**config.mk**
```make
export PLATFORM = sky130hd
export DESIGN_NAME = tick_scheduler
export DESIGN_NICKNAME = d
export VERILOG_FILES = /design/src/rtl/tick_sched_pkg.sv /design/src/rtl/tick_prescaler.sv /design/src/rtl/tick_scheduler.sv
export SDC_FILE = /design/constraint.sdc
export NUM_CORES = 1
export LEC_CHECK = 0
export ABC_CLOCK_PERIOD_IN_PS = 7700
export CAP_MARGIN = 20
export CORE_MARGIN = 5
export CORE_UTILIZATION = 30
export CTS_CLUSTER_DIAMETER = 100
export CTS_CLUSTER_SIZE = 30
export DETAILED_ROUTE_END_ITERATION = 7
export GPL_ROUTABILITY_DRIVEN = 0
export MAX_ROUTING_LAYER = met4
export SETUP_SLACK_MARGIN = 0.1
export SKIP_CTS_REPAIR_TIMING = 1
export SYNTH_ARGS = -nofsm -noshare
export SYNTH_HDL_FRONTEND = slang
export SYNTH_SLANG_ARGS = --single-unit
```
**constraint.sdc**
```tcl
create_clock -name clk -period 7.7 [get_ports clk]
set_input_delay 1.155 -clock clk [delete_from_list [all_inputs] [get_ports clk]]
set_output_delay 1.155 -clock clk [all_outputs]
set_load 0.005 [all_outputs]
```
**src/rtl/tick_sched_pkg.sv**
```systemverilog
// tick_sched_pkg
// Shared types and constants for the tick scheduler: FSM state encoding,
// configuration command/mode encodings, the per-channel control flags and
// a helper that sizes the channel index.
// No ports (package).

package tick_sched_pkg;

   // Sweep controller states
   typedef enum logic [0:0] {
      StIdle  = 1'b0,
      StSweep = 1'b1
   } sched_state_e;

   // cfg_start encodings
   localparam logic CFG_STOP  = 1'b0;
   localparam logic CFG_START = 1'b1;

   // cfg_periodic encodings
   localparam logic MODE_ONESHOT  = 1'b0;
   localparam logic MODE_PERIODIC = 1'b1;

   // Width-independent part of a channel record; the count/period fields are
   // sized by the scheduler's CNT_W and wrapped around this in the top.
   typedef struct packed {
      logic active;
      logic periodic;
   } ch_ctrl_t;

   // Channel index width, never less than one bit.
   function automatic int unsigned idx_width(input int unsigned n);
      return (n > 1) ? $clog2(n) : 1;
   endfunction

endpackage

```
**src/rtl/tick_prescaler.sv**
```systemverilog
// tick_prescaler
// Free-running 0..DIV_VAL counter that produces the base tick.
// Ports:
//   clk   in   system clock
//   rst_n in   asynchronous active-low reset
//   wrap  out  combinational: counter is at DIV_VAL this cycle
//   tick  out  registered one-cycle pulse, high the cycle after wrap

module tick_prescaler #(
   parameter int unsigned DIV_VAL = 9999
) (
   input  logic clk,
   input  logic rst_n,
   output logic wrap,
   output logic tick
);

   localparam int unsigned PW = (DIV_VAL > 0) ? $clog2(DIV_VAL + 1) : 1;

   logic [PW-1:0] cnt_q, cnt_d;
   logic          tick_q;

   always_comb begin
      wrap  = (cnt_q == PW'(DIV_VAL));
      cnt_d = wrap ? '0 : cnt_q + PW'(1);
   end

   always_ff @(posedge clk or negedge rst_n) begin
      if (!rst_n) begin
         cnt_q  <= '0;
         tick_q <= 1'b0;
      end else begin
         cnt_q  <= cnt_d;
         tick_q <= wrap;
      end
   end

   assign tick = tick_q;

endmodule

```
**src/rtl/tick_scheduler.sv**
```systemverilog
// tick_scheduler
// Shared timebase: divides clk into a base tick and, once per tick, sweeps
// NUM_CH timer channels through a single decrement datapath. Each channel
// emits a one-cycle fire pulse on expiry, usable as a clock enable.
// Ports:
//   clk           in   system clock, all logic on rising edge
//   rst_n         in   asynchronous active-low reset
//   cfg_valid     in   configuration request
//   cfg_ready     out  high while idle; request taken on valid && ready
//   cfg_ch        in   target channel (out-of-range ids are accepted, ignored)
//   cfg_start     in   CFG_START = start/restart, CFG_STOP = stop
//   cfg_periodic  in   MODE_PERIODIC = auto-reload, MODE_ONESHOT = one-shot
//   cfg_period    in   period in base ticks (0 on start acts as stop)
//   tick          out  one-cycle base tick pulse
//   ch_fire       out  one-cycle expiry pulse per channel
//   ch_busy       out  channel active flags

module tick_scheduler
   import tick_sched_pkg::*;
#(
   parameter int unsigned DIV_VAL = 9999,
   parameter int unsigned NUM_CH  = 4,
   parameter int unsigned CNT_W   = 16
) (
   input  logic                          clk,
   input  logic                          rst_n,
   input  logic                          cfg_valid,
   output logic                          cfg_ready,
   input  logic [idx_width(NUM_CH)-1:0]  cfg_ch,
   input  logic                          cfg_start,
   input  logic                          cfg_periodic,
   input  logic [CNT_W-1:0]              cfg_period,
   output logic                          tick,
   output logic [NUM_CH-1:0]             ch_fire,
   output logic [NUM_CH-1:0]             ch_busy
);

   localparam int unsigned CH_W = idx_width(NUM_CH);

   typedef struct packed {
      ch_ctrl_t         ctrl;
      logic [CNT_W-1:0] count;
      logic [CNT_W-1:0] period;
   } ch_rec_t;

   sched_state_e     state_q, state_d;
   logic [CH_W-1:0]  idx_q, idx_d;
   ch_rec_t          ch_q [NUM_CH];
   ch_rec_t          ch_d [NUM_CH];
   logic [NUM_CH-1:0] fire_q, fire_d;
   logic             presc_wrap;
   logic             cfg_hit;

   tick_prescaler #(
      .DIV_VAL(DIV_VAL)
   ) u_prescaler (
      .clk  (clk),
      .rst_n(rst_n),
      .wrap (presc_wrap),
      .tick (tick)
   );

   // Sweep controller: idle until the prescaler wraps, then one channel per
   // cycle. Entering SWEEP on the wrap edge lines idx=0 up with tick=1.
   always_comb begin
      state_d = state_q;
      idx_d   = idx_q;
      unique case (state_q)
         StIdle: begin
            if (presc_wrap) begin
               state_d = StSweep;
               idx_d   = '0;
            end
         end
         StSweep: begin
            if (idx_q == CH_W'(NUM_CH - 1)) begin
               state_d = StIdle;
               idx_d   = '0;
            end else begin
               idx_d = idx_q + CH_W'(1);
            end
         end
         default: begin
            state_d = StIdle;
            idx_d   = '0;
         end
      endcase
   end

   // Config is only taken while idle, so it never collides with the sweep
   // write port; a request in the wrap cycle lands before the sweep reads.
   assign cfg_ready = (state_q == StIdle);
   assign cfg_hit   = cfg_valid && cfg_ready && (32'(cfg_ch) < NUM_CH);

   always_comb begin
      ch_d   = ch_q;
      fire_d = '0;

      if (cfg_hit) begin
         if ((cfg_start == CFG_START) && (cfg_period != '0)) begin
            ch_d[cfg_ch].ctrl.active   = 1'b1;
            ch_d[cfg_ch].ctrl.periodic = cfg_periodic;
            ch_d[cfg_ch].count         = cfg_period;
            ch_d[cfg_ch].period        = cfg_period;
         end else begin
            // Explicit stop, or start with a zero period
            ch_d[cfg_ch].ctrl.active = 1'b0;
         end
      end

      if ((state_q == StSweep) && ch_q[idx_q].ctrl.active) begin
         if (ch_q[idx_q].count > CNT_W'(1)) begin
            ch_d[idx_q].count = ch_q[idx_q].count - CNT_W'(1);
         end else begin
            fire_d[idx_q] = 1'b1;
            if (ch_q[idx_q].ctrl.periodic == MODE_ONESHOT) begin
               ch_d[idx_q].ctrl.active = 1'b0;
            end else begin
               ch_d[idx_q].count = ch_q[idx_q].period;
            end
         end
      end
   end

   always_ff @(posedge clk or negedge rst_n) begin
      if (!rst_n) begin
         state_q <= StIdle;
         idx_q   <= '0;
         fire_q  <= '0;
         for (int i = 0; i < int'(NUM_CH); i++) begin
            ch_q[i] <= '0;
         end
      end else begin
         state_q <= state_d;
         idx_q   <= idx_d;
         fire_q  <= fire_d;
         for (int i = 0; i < int'(NUM_CH); i++) begin
            ch_q[i] <= ch_d[i];
         end
      end
   end

   assign ch_fire = fire_q;

   always_comb begin
      ch_busy = '0;
      for (int i = 0; i < int'(NUM_CH); i++) begin
         ch_busy[i] = ch_q[i].ctrl.active;
      end
   end

endmodule

```
# ---- Word-level counts from Yosys, hierarchy flattened
# Index checks and enable logic that the tools add are counted.
dict set report op_classes {
  addsub 3
  order_cmp 7
  n_eq_ne 3
  mux 39
  bitwise 3
  n_reduce_logical 7
}
# cell n
set op_table {}
lappend op_table {{136-bit bitwise mux} 8}
lappend op_table {{136-bit two-way mux} 5}
lappend op_table {{34-bit demux with 2-bit select} 6}
lappend op_table {{34-bit two-way mux} 4}
lappend op_table {{34-bit binary-select mux with 2-bit select} 1}
lappend op_table {{32-bit two-way mux} 2}
lappend op_table {{33-bit two-way mux} 1}
lappend op_table {{16-bit by 1-bit greater-than comparator with 1-bit output, second input constant} 1}
lappend op_table {{16-bit two-way mux} 1}
lappend op_table {{16-bit nonzero test} 1}
lappend op_table {{16-bit by 1-bit subtractor with 16-bit output, second input constant} 1}
lappend op_table {{14-bit by 1-bit adder with 14-bit output, second input constant} 1}
lappend op_table {{14-bit equality test, second input constant} 1}
lappend op_table {{14-bit two-way mux} 1}
lappend op_table {{4-bit two-way mux} 2}
lappend op_table {{3-bit greater-or-equal comparator, second input constant} 2}
lappend op_table {{1-bit logical AND} 6}
lappend op_table {{3-bit by 1-bit less-than comparator with 1-bit output, second input constant} 2}
lappend op_table {{2-bit NOT with 3-bit output} 2}
lappend op_table {{2-bit two-way mux} 2}
lappend op_table {{2-bit one-hot mux with 2 select lines} 1}
lappend op_table {{2-bit by 3-bit less-than comparator with 1-bit output, second input constant} 1}
lappend op_table {{1-bit two-way mux} 3}
lappend op_table {{2-bit by 1-bit adder with 2-bit output, second input constant} 1}
lappend op_table {{other kinds (6)} 6}
dict set report word_totals {
  register_bits 158
  output_inout_bits 10
  word_cells 83
}

# ---- Logic depth before layout (Yosys ltp)
# Gate-level depths: netlist of run 1.
dict set report depth {
  ltp_word 15
  mapped_depth 13
  depth_no_buf 9
}

# ---- Modules after synthesis
# Synthesis of run 1 repeated with hierarchy kept, for this count alone.
dict set report unflattened {
  hier_cells 1001
  hier_area_um2 9108.7
}
# module instances cells_per_inst area_per_inst_um2 seq_area_each_um2
set by_module_without_submodules {}
lappend by_module_without_submodules {tick_scheduler 1 938 8415.6 3578.4}
lappend by_module_without_submodules {tick_prescaler 1 63 693.2 375.4}

# ---- Worst setup path before layout of run 1
# OpenSTA, ideal clock, no wires.
dict set report synth_timing {
  kind {input to register}
  start {input port cfg_period[10]}
  end {register ch_q[125] (netlist name)}
  setup_time_ns 0.126
  arrival_ns 3.335
  required_ns 7.574
  setup_slack_ns 4.239
  path_stages 8
  n_path_buf 2
  cell_sequence {buf_2 or4_1 o41a_1 nand2_1 buf_4 mux2i_1 o22ai_1 a221o_1}
}
# element line
set synth_rtl {}
lappend synth_rtl {{start: declaration} tick_scheduler.sv:32} ;# input logic [CNT_W-1:0] cfg_period,
lappend synth_rtl {{end signal: indexed assignment} tick_scheduler.sv:138} ;# ch_q[i] <= ch_d[i];
lappend synth_rtl {{end: declaration} tick_scheduler.sv:48} ;# ch_rec_t ch_q [NUM_CH];

==> results.yml, run 1 <==
run_status:
  outcome: "completed"
power_and_ir_drop:
  final_total_power_uw: 2370
  ir_worst_vdd_mv: 0.149
  pwr_density_cell_mw_per_mm2: 225
  power.static_leakage_uw: 0.00461
routing:
  drtIter0Drc: 1169
  avgViaCountPerCell: 5.93
  detail_route.wirelength_mm: 33.0
  avgRoutedWirePerCell_um: 24.0
  drc: 0
  detail-route-antenna-nets: 0
  route.vias.total: 8152
  detailedRoute.firstPassIterationCount: 6
placement:
  placedInstanceArea_mm2: 0.00995
  dp_hpwl_mm: 21.8
  dpl_worst_slack_ns: 2.69
  placedCellCount: 1342
  io_buffer_count: 32
timing:
  timing.final.max_slew_violations: 0
  fmaxAchievable_mhz: 208
  worst_pin_slew_ns: 1.15
  finClkSkew_ns: 0.0126
  finalCritPeriodShare: 0.625
  worst_slack_ns: 2.89
  total_setup_violations_reported_at_the_end_of_the_flow: 0
  finalWorstPathRequiredPeriod_ns: 4.81
  unrepaired_setup_endpoints_after_global_routing: "no"
  final.setup.tns_ns: 0
  number_of_hold_violations_in_the_final_report: 0
  slew_headroom: 0.233
critical_path:
  timing.critical_path.cells: "buf_4 > mux4_2 > inv_1 > ha_1 > nor2_1 > or3_1 > nor3_2 > nand3_1 > o22ai_1 > o221ai_1"
  crit_arrival_ns: 5.10
  worst-endpoint-required_ns: 7.99
  crit_path_end_kind: "register"
  worstSetupStartpointType: "register"
  slowest_stage: "sky130_fd_sc_hd__o22ai_1"
  timing_worst_setup_path_type: "register to register"
  timing.critical_path.fanout_max: 23
  worst_path_largest_cell_delay_ns: 0.72
synthesis:
  synth_top_family_by_area: "simple AND/OR/NAND/NOR gates"
  yosys_warnings: 0
  yosys.cell_types.count: 73
  synthMuxAreaShare: 0.149
  fraction_of_the_mapped_netlist_area_in_simple_logic_gates: 0.205
  mappedNetlistArea_mm2: 0.00928
  synth_sequential_area_ratio: 0.426
  yosys.area.top_type_share: 0.426
  yosys.area_share.xor_xnor: 0.0198
  fraction_of_the_mapped_netlist_area_in_compound_gates: 0.152
  synth_fa_ha_area_frac: 0.00944
  synth_top_cell_by_area: "sky130_fd_sc_hd__dfrtp_1"
  syn_nets: 985
  synth_edf_count: 0
  synth.top_cells.by_area: "sky130_fd_sc_hd__dfrtp_1 (43%), sky130_fd_sc_hd__nand2_1 (8.2%), sky130_fd_sc_hd__mux4_2 (8.2%)"
  synth_seq_cells: 158
  async_reset_ff_frac: 1.00
  synthFlopType: "sky130_fd_sc_hd__dfrtp_1"
  netlist_instances: 955
  avgSynthCellArea_um2: 9.72
grt:
  grt_antenna_before_repair: 1
  global_route.peak_usage_layer: "met2"
  global_route.usage.met3: 0.0469
  grt_pass1_vias: 8013
  globalRoute.totalOverflow: 0
  global_route_wire_length_before_repair_mm: 50.5
  grt_start_max_net_pins: 89
  track_usage: 0.200
  grt_util_met1: 0.266
  groute.layer.met2.usage: 0.290
cts:
  clock_pin_transition_on_the_worst_setup_and_hold_timing_paths_ns: 0.07
  insertion_delay_ns: 0.44
  tritoncts: "done"
  clockBufferDepth: 2
  cts-root-buf: "sky130_fd_sc_hd__clkbuf_16"
  cts-buffers-inserted: 17
  clock_sinks: 158
  h-tree-depth: 4
floorplan:
  core_area_mm2: 0.0306
  floorplan.die.height_um: 186
  rows: 64
  die_area_mm2: 0.0346
  chipWidth_um: 186
  start_util: 0.303
  design.portCount: 33
final_layout:
  nets: 995
  layout-drive-gt1-share: 0.154
  register_area_mm2: 0.00396
  stdcell_count: 1375
  layout.cell_area.non_filler_mm2: 0.0105
  multi_input_area_mm2: 0.00497
  total_of_fill_cells_in_the_finished_design: 3139
  area_delta_synth_final_pct: 13.6
job:
  maxCapViolations: 0
min_path:
  hold_class: "register to register"
[report_power, final]
part           total, µW  switching, µW  leakage (µW)  internal [µW]
registers           1030           71.5       0.00197            956
clock network        874            406      0.000287            468
logic                467            265       0.00235            202
total               2370            742       0.00461           1630
[layout make-up]
cell class | count | area share
timing repair buffer | 52 | 0.0447
inverter | 15 | 0.00534
multi-input combinational | 721 | 0.472
clock buffer | 18 | 0.0417
antenna | 1 | 0.000237
sequential | 158 | 0.375
clock inverter | 14 | 0.0142
tap | 396 | 0.0470
[placed cells by master (no fill, tap or decap), types with 6 or more instances in the layout]
| master | count |
|---|---|
| sky130_fd_sc_hd__a31oi_1 | 7 |
| sky130_fd_sc_hd__clkbuf_16 | 17 |
| sky130_fd_sc_hd__nor2_1 | 53 |
| sky130_fd_sc_hd__mux2_2 | 31 |
| sky130_fd_sc_hd__nand2_1 | 203 |
| sky130_fd_sc_hd__inv_1 | 14 |
| sky130_fd_sc_hd__buf_4 | 20 |
| sky130_fd_sc_hd__o22ai_1 | 8 |
| sky130_fd_sc_hd__a21oi_1 | 40 |
| sky130_fd_sc_hd__o211ai_1 | 16 |
| sky130_fd_sc_hd__a21o_1 | 14 |
| sky130_fd_sc_hd__a21boi_0 | 10 |
| sky130_fd_sc_hd__mux2i_1 | 27 |
| sky130_fd_sc_hd__xor2_1 | 12 |
| sky130_fd_sc_hd__nand3_1 | 50 |
| sky130_fd_sc_hd__o21ai_0 | 33 |
| sky130_fd_sc_hd__nor3_1 | 23 |
| sky130_fd_sc_hd__and2_1 | 8 |
| sky130_fd_sc_hd__a221oi_1 | 13 |
| sky130_fd_sc_hd__o221ai_1 | 6 |
| sky130_fd_sc_hd__ha_1 | 7 |
| sky130_fd_sc_hd__and3_1 | 7 |
| sky130_fd_sc_hd__dfrtp_1 | 156 |
| sky130_fd_sc_hd__clkdlybuf4s50_1 | 31 |
| sky130_fd_sc_hd__mux4_2 | 34 |
| sky130_fd_sc_hd__nor4_1 | 7 |
| sky130_fd_sc_hd__a211oi_1 | 12 |
| sky130_fd_sc_hd__xnor2_1 | 9 |
[synthesized netlist by cell type (3+ instances only)]
library cell and n:
sky130_fd_sc_hd__a31oi_1 7, sky130_fd_sc_hd__mux2_2 31, sky130_fd_sc_hd__mux4_2 34, sky130_fd_sc_hd__and2_1 8, sky130_fd_sc_hd__or2_2 3, sky130_fd_sc_hd__a21o_1 14
sky130_fd_sc_hd__o21ai_1 3, sky130_fd_sc_hd__o211ai_1 16, sky130_fd_sc_hd__inv_1 14, sky130_fd_sc_hd__a21oi_1 40, sky130_fd_sc_hd__o221ai_1 6, sky130_fd_sc_hd__mux2i_1 27
sky130_fd_sc_hd__nor4_4 3, sky130_fd_sc_hd__dfrtp_1 158, sky130_fd_sc_hd__ha_1 7, sky130_fd_sc_hd__nand3_1 50, sky130_fd_sc_hd__buf_2 19, sky130_fd_sc_hd__a221oi_1 13
sky130_fd_sc_hd__o211a_1 4, sky130_fd_sc_hd__nand4_1 4, sky130_fd_sc_hd__buf_6 3, sky130_fd_sc_hd__a21boi_0 10, sky130_fd_sc_hd__nand2_1 204, sky130_fd_sc_hd__buf_4 8
sky130_fd_sc_hd__nor3_1 23, sky130_fd_sc_hd__or3_1 5, sky130_fd_sc_hd__clkbuf_1 30, sky130_fd_sc_hd__a221o_1 5, sky130_fd_sc_hd__nor2_1 54, sky130_fd_sc_hd__and3b_1 3
sky130_fd_sc_hd__or4_1 5, sky130_fd_sc_hd__xnor2_1 9, sky130_fd_sc_hd__nor3b_1 3, sky130_fd_sc_hd__a22o_1 3, sky130_fd_sc_hd__nor4_1 7, sky130_fd_sc_hd__o21ai_0 33
sky130_fd_sc_hd__a22oi_1 3, sky130_fd_sc_hd__a31o_2 3, sky130_fd_sc_hd__a211o_1 4, sky130_fd_sc_hd__and3_1 7, sky130_fd_sc_hd__o22ai_1 8, sky130_fd_sc_hd__xor2_1 12
sky130_fd_sc_hd__nor3_2 4, sky130_fd_sc_hd__a211oi_1 12
[path summary, 6_finish.rpt]
check	start	endpoint	slack, ns	depth (start not counted)
max	idx_q[0]	ch_q[19]	2.89	10
min in group asynchronous	rst_n	async pin	0.78	1
max in group asynchronous	rst_n	idx_q[0]	5.40	2
min	register	register	0.47	2
max reg2reg	idx_q[0]	ch_q[19]	2.89	10
min reg2reg	register	register	0.47	2
[metrics by stage]
| stage | hold WS (ns) | utilization |
|---|---|---|
| floorplan | 0.440 | - |
| global placement | 0.456 | 0.325 |
| detailed placement | 0.459 | 0.325 |
| CTS | 0.475 | 0.345 |
| global route | 0.493 | 0.345 |
| finish | 0.473 | 0.345 |
[cell families (layout without fill, tap and decap cells)]
kind of cell | count (synthesis) | in the layout
and+or+nand+nor | 400 | 400
AOI/OAI and AO/OA | 201 | 201
DFF | 158 | 158
muxes | 92 | 92
buffers and inverters | 76 | 99
xor gates and xnor gates | 21 | 21
adders and majority gates | 7 | 7
other | 0 | 1
[layer usage]
metal | wire [µm] | share of wire | up-vias
li1 | - | - | 3504
met5 | 0 | 0 | -
met2 | 14300 | 0.43 | 536
met1 | 13400 | 0.41 | 3988
met3 | 3690 | 0.11 | 124
met4 | 1590 | 0.048 | 0
[worst max-delay path, delay by kind of cell (launching register included)]
family,cells,cell delay (ns)
AND/OR/NAND/NOR,4,1.31
AO/OA/AOI/OAI,2,0.93
buffers and inverters,2,0.72
flip-flops,1,0.71
multiplexers,1,0.67
adder cells (fa/ha/maj),1,0.28
Note: power is estimated with default switching activity, not from simulation.
==> inputs of run 2 (changes only) <==
--- a/config.mk
+++ b/config.mk
@@ -5,7 +5,7 @@
 export SDC_FILE = /design/constraint.sdc
 export NUM_CORES = 1
 export LEC_CHECK = 0
-export ABC_CLOCK_PERIOD_IN_PS = 7700
+export ABC_CLOCK_PERIOD_IN_PS = 3900
 export CAP_MARGIN = 20
 export CORE_MARGIN = 5
 export CORE_UTILIZATION = 30
==> constraint.sdc (replaced) <==
create_clock -name clk -period 3.9 [get_ports clk]
set_input_delay 0.585 -clock clk [delete_from_list [all_inputs] [get_ports clk]]
set_output_delay 0.585 -clock clk [all_outputs]
set_load 0.005 [all_outputs]
==> run 2 against run 1 <==
  * Non-clock buffer count is 57 higher
  * Critical path type unchanged
  * Critical path depth shrank 3
  * Flip-flop and latch count unchanged
  * Clock-buffer cell count shrank 1
  * Critical endpoint is now ch_q[65]
  * Die area stayed put
  * Total power is 110% higher
  * Wire length is 2.9% higher
  * Maximum frequency up 36%
  * First-iteration DRC count is 6.2% higher
  * Setup slack lost 2.5 ns
  * Via count up 3.3%
==> results.yml, run 2 (synthesis gave the netlist of run 1 again) <==
final_layout:
  layout-drive-gt1-share: 0.200
  nets: 1052
  area_delta_synth_final_pct: 19.3
  n_antenna_cell: 0
  total_of_fill_cells_in_the_finished_design: 3088
  layout_commonest_cell: "sky130_fd_sc_hd__nand2_1"
  most-common-layout-cells: "sky130_fd_sc_hd__nand2_1 (203), sky130_fd_sc_hd__dfrtp_1 (156), sky130_fd_sc_hd__buf_4 (73)"
power_and_ir_drop:
  power.share.clock: 0.387
  ir_worst_vdd_mv: 0.305
  combPwrFrac: 0.197
  p_int_uw: 3410
  power.static_leakage_uw: 0.00492
  netSwitchingPower_uw: 1450
  power.share.sequential: 0.416
  pwr_density_cell_mw_per_mm2: 438
  swShare: 0.299
cts:
  tritoncts: "done"
  cts-buffers-inserted: 17
  clock_pin_transition_on_the_worst_setup_and_hold_timing_paths_ns: 0.07
  clock_sinks: 158
  h-tree-depth: 4
  insertion_delay_ns: 0.44
  clockBufferDepth: 2
  cts-root-buf: "sky130_fd_sc_hd__clkbuf_16"
grt:
  global_route_wire_length_before_repair_mm: 51.7
  globalRoute.totalOverflow: 0
  track_usage: 0.205
  grt_pass1_vias: 8440
  grt_start_max_net_pins: 85
  grt_antenna_before_repair: 0
routing:
  detail-route-antenna-nets: 0
  detail_route.wirelength_mm: 34.0
  drc: 0
  avgRoutedWirePerCell_um: 23.7
  drtIter0Drc: 1241
  detailedRoute.firstPassIterationCount: 8
  route.vias.total: 8423
  avgViaCountPerCell: 5.89
timing:
  slew_headroom: 0.204
  finalWorstPathRequiredPeriod_ns: 3.55
  final.setup.tns_ns: 0
  unrepaired_setup_endpoints_after_global_routing: "no"
  worst_slack_on_hold_paths_ns: 0.192
  worst_pin_slew_ns: 1.19
  total_setup_violations_reported_at_the_end_of_the_flow: 0
  number_of_hold_violations_in_the_final_report: 0
  fmaxAchievable_mhz: 282
  finalCritPeriodShare: 0.910
  finClkSkew_ns: 0.0107
  timing.final.max_slew_violations: 0
placement:
  dp_hpwl_mm: 24.2
  io_buffer_count: 32
critical_path:
  crit_path_end_kind: "register"
  timing.critical_path.fanout_max: 14
  worstSetupStartpointType: "register"
  depth_of_the_most_critical_reg_to_reg_path: 7
  worst_path_largest_cell_delay_ns: 0.74
  crit_arrival_ns: 3.87
  worst-endpoint-required_ns: 4.22
  timing.critical_path.depth: 7
  timing_worst_setup_path_type: "register to register"
  worst-r2r-setup-slack_ns: 0.35
  timing.critical_path.cells: "mux4_2 > or4_1 > nor3_2 > a21oi_1 > buf_4 > a211oi_1 > nor3_1"
  worst_path_dominant_cell_family: "simple AND/OR/NAND/NOR gates"
  slowest_stage: "sky130_fd_sc_hd__or4_1"
  cp.buffers_inverters: 1
run_status:
  outcome: "completed"
floorplan:
  chipWidth_um: 186
  rows: 64
  core_area_mm2: 0.0306
  start_util: 0.303
  die_area_mm2: 0.0346
  design.portCount: 33
  floorplan.die.height_um: 186
job:
  maxCapViolations: 0
min_path:
  hold_class: "input port to async pin"
[run 2: area by class of cell]
cell class	instances	area, µm²	area share
multi-input combinational	721	4970	0.449
sequential	158	3960	0.357
timing repair buffer	109	950	0.0858
tap	396	495	0.0447
clock buffer	17	425	0.0384
clock inverter	15	221	0.0200
inverter	15	56.3	0.00508
[run 2: power groups by stage]
stage	Clock [µW]	Combinational (µW)	Sequential, µW
floorplan	0	655	2000
global placement	0	915	2040
detailed placement	0	934	2050
CTS	1900	942	2020
global route	1970	1040	2050
finish	1880	955	2020
[run 2: per-stage QoR]
step / area (µm²) / total power (µW) / util / setup slack (ns) / cells
after floorplan: 9280 / 2650 / - / 1.01 / 955
after global placement: 10400 / 2960 / 0.341 / 0.188 / 1399
after detailed placement: 10400 / 2980 / 0.341 / 0.141 / 1399
after CTS: 11100 / 4860 / 0.362 / 0.433 / 1431
after global routing: 11100 / 5050 / 0.362 / 0.204 / 1431
final: 11100 / 4860 / 0.362 / 0.351 / 1431
[run 2: per-layer routing]
metal | vias up | track usage | part of all wire
met3 | 132 | 0.0473 | 0.10
li1 | 3617 | - | -
met1 | 4124 | 0.273 | 0.41
met5 | - | - | 0
met2 | 550 | 0.293 | 0.43
met4 | 0 | 0.100 | 0.052
[run 2: final timing paths]
path,startpoint,endpoint
setup / recovery,idx_q[1],ch_q[65]
setup reg to reg,idx_q[1],ch_q[65]
hold reg to reg,register,register
hold / removal,rst_n,async pin
min in group clk,register,register
max in group asynchronous,rst_n,ch_q[87]
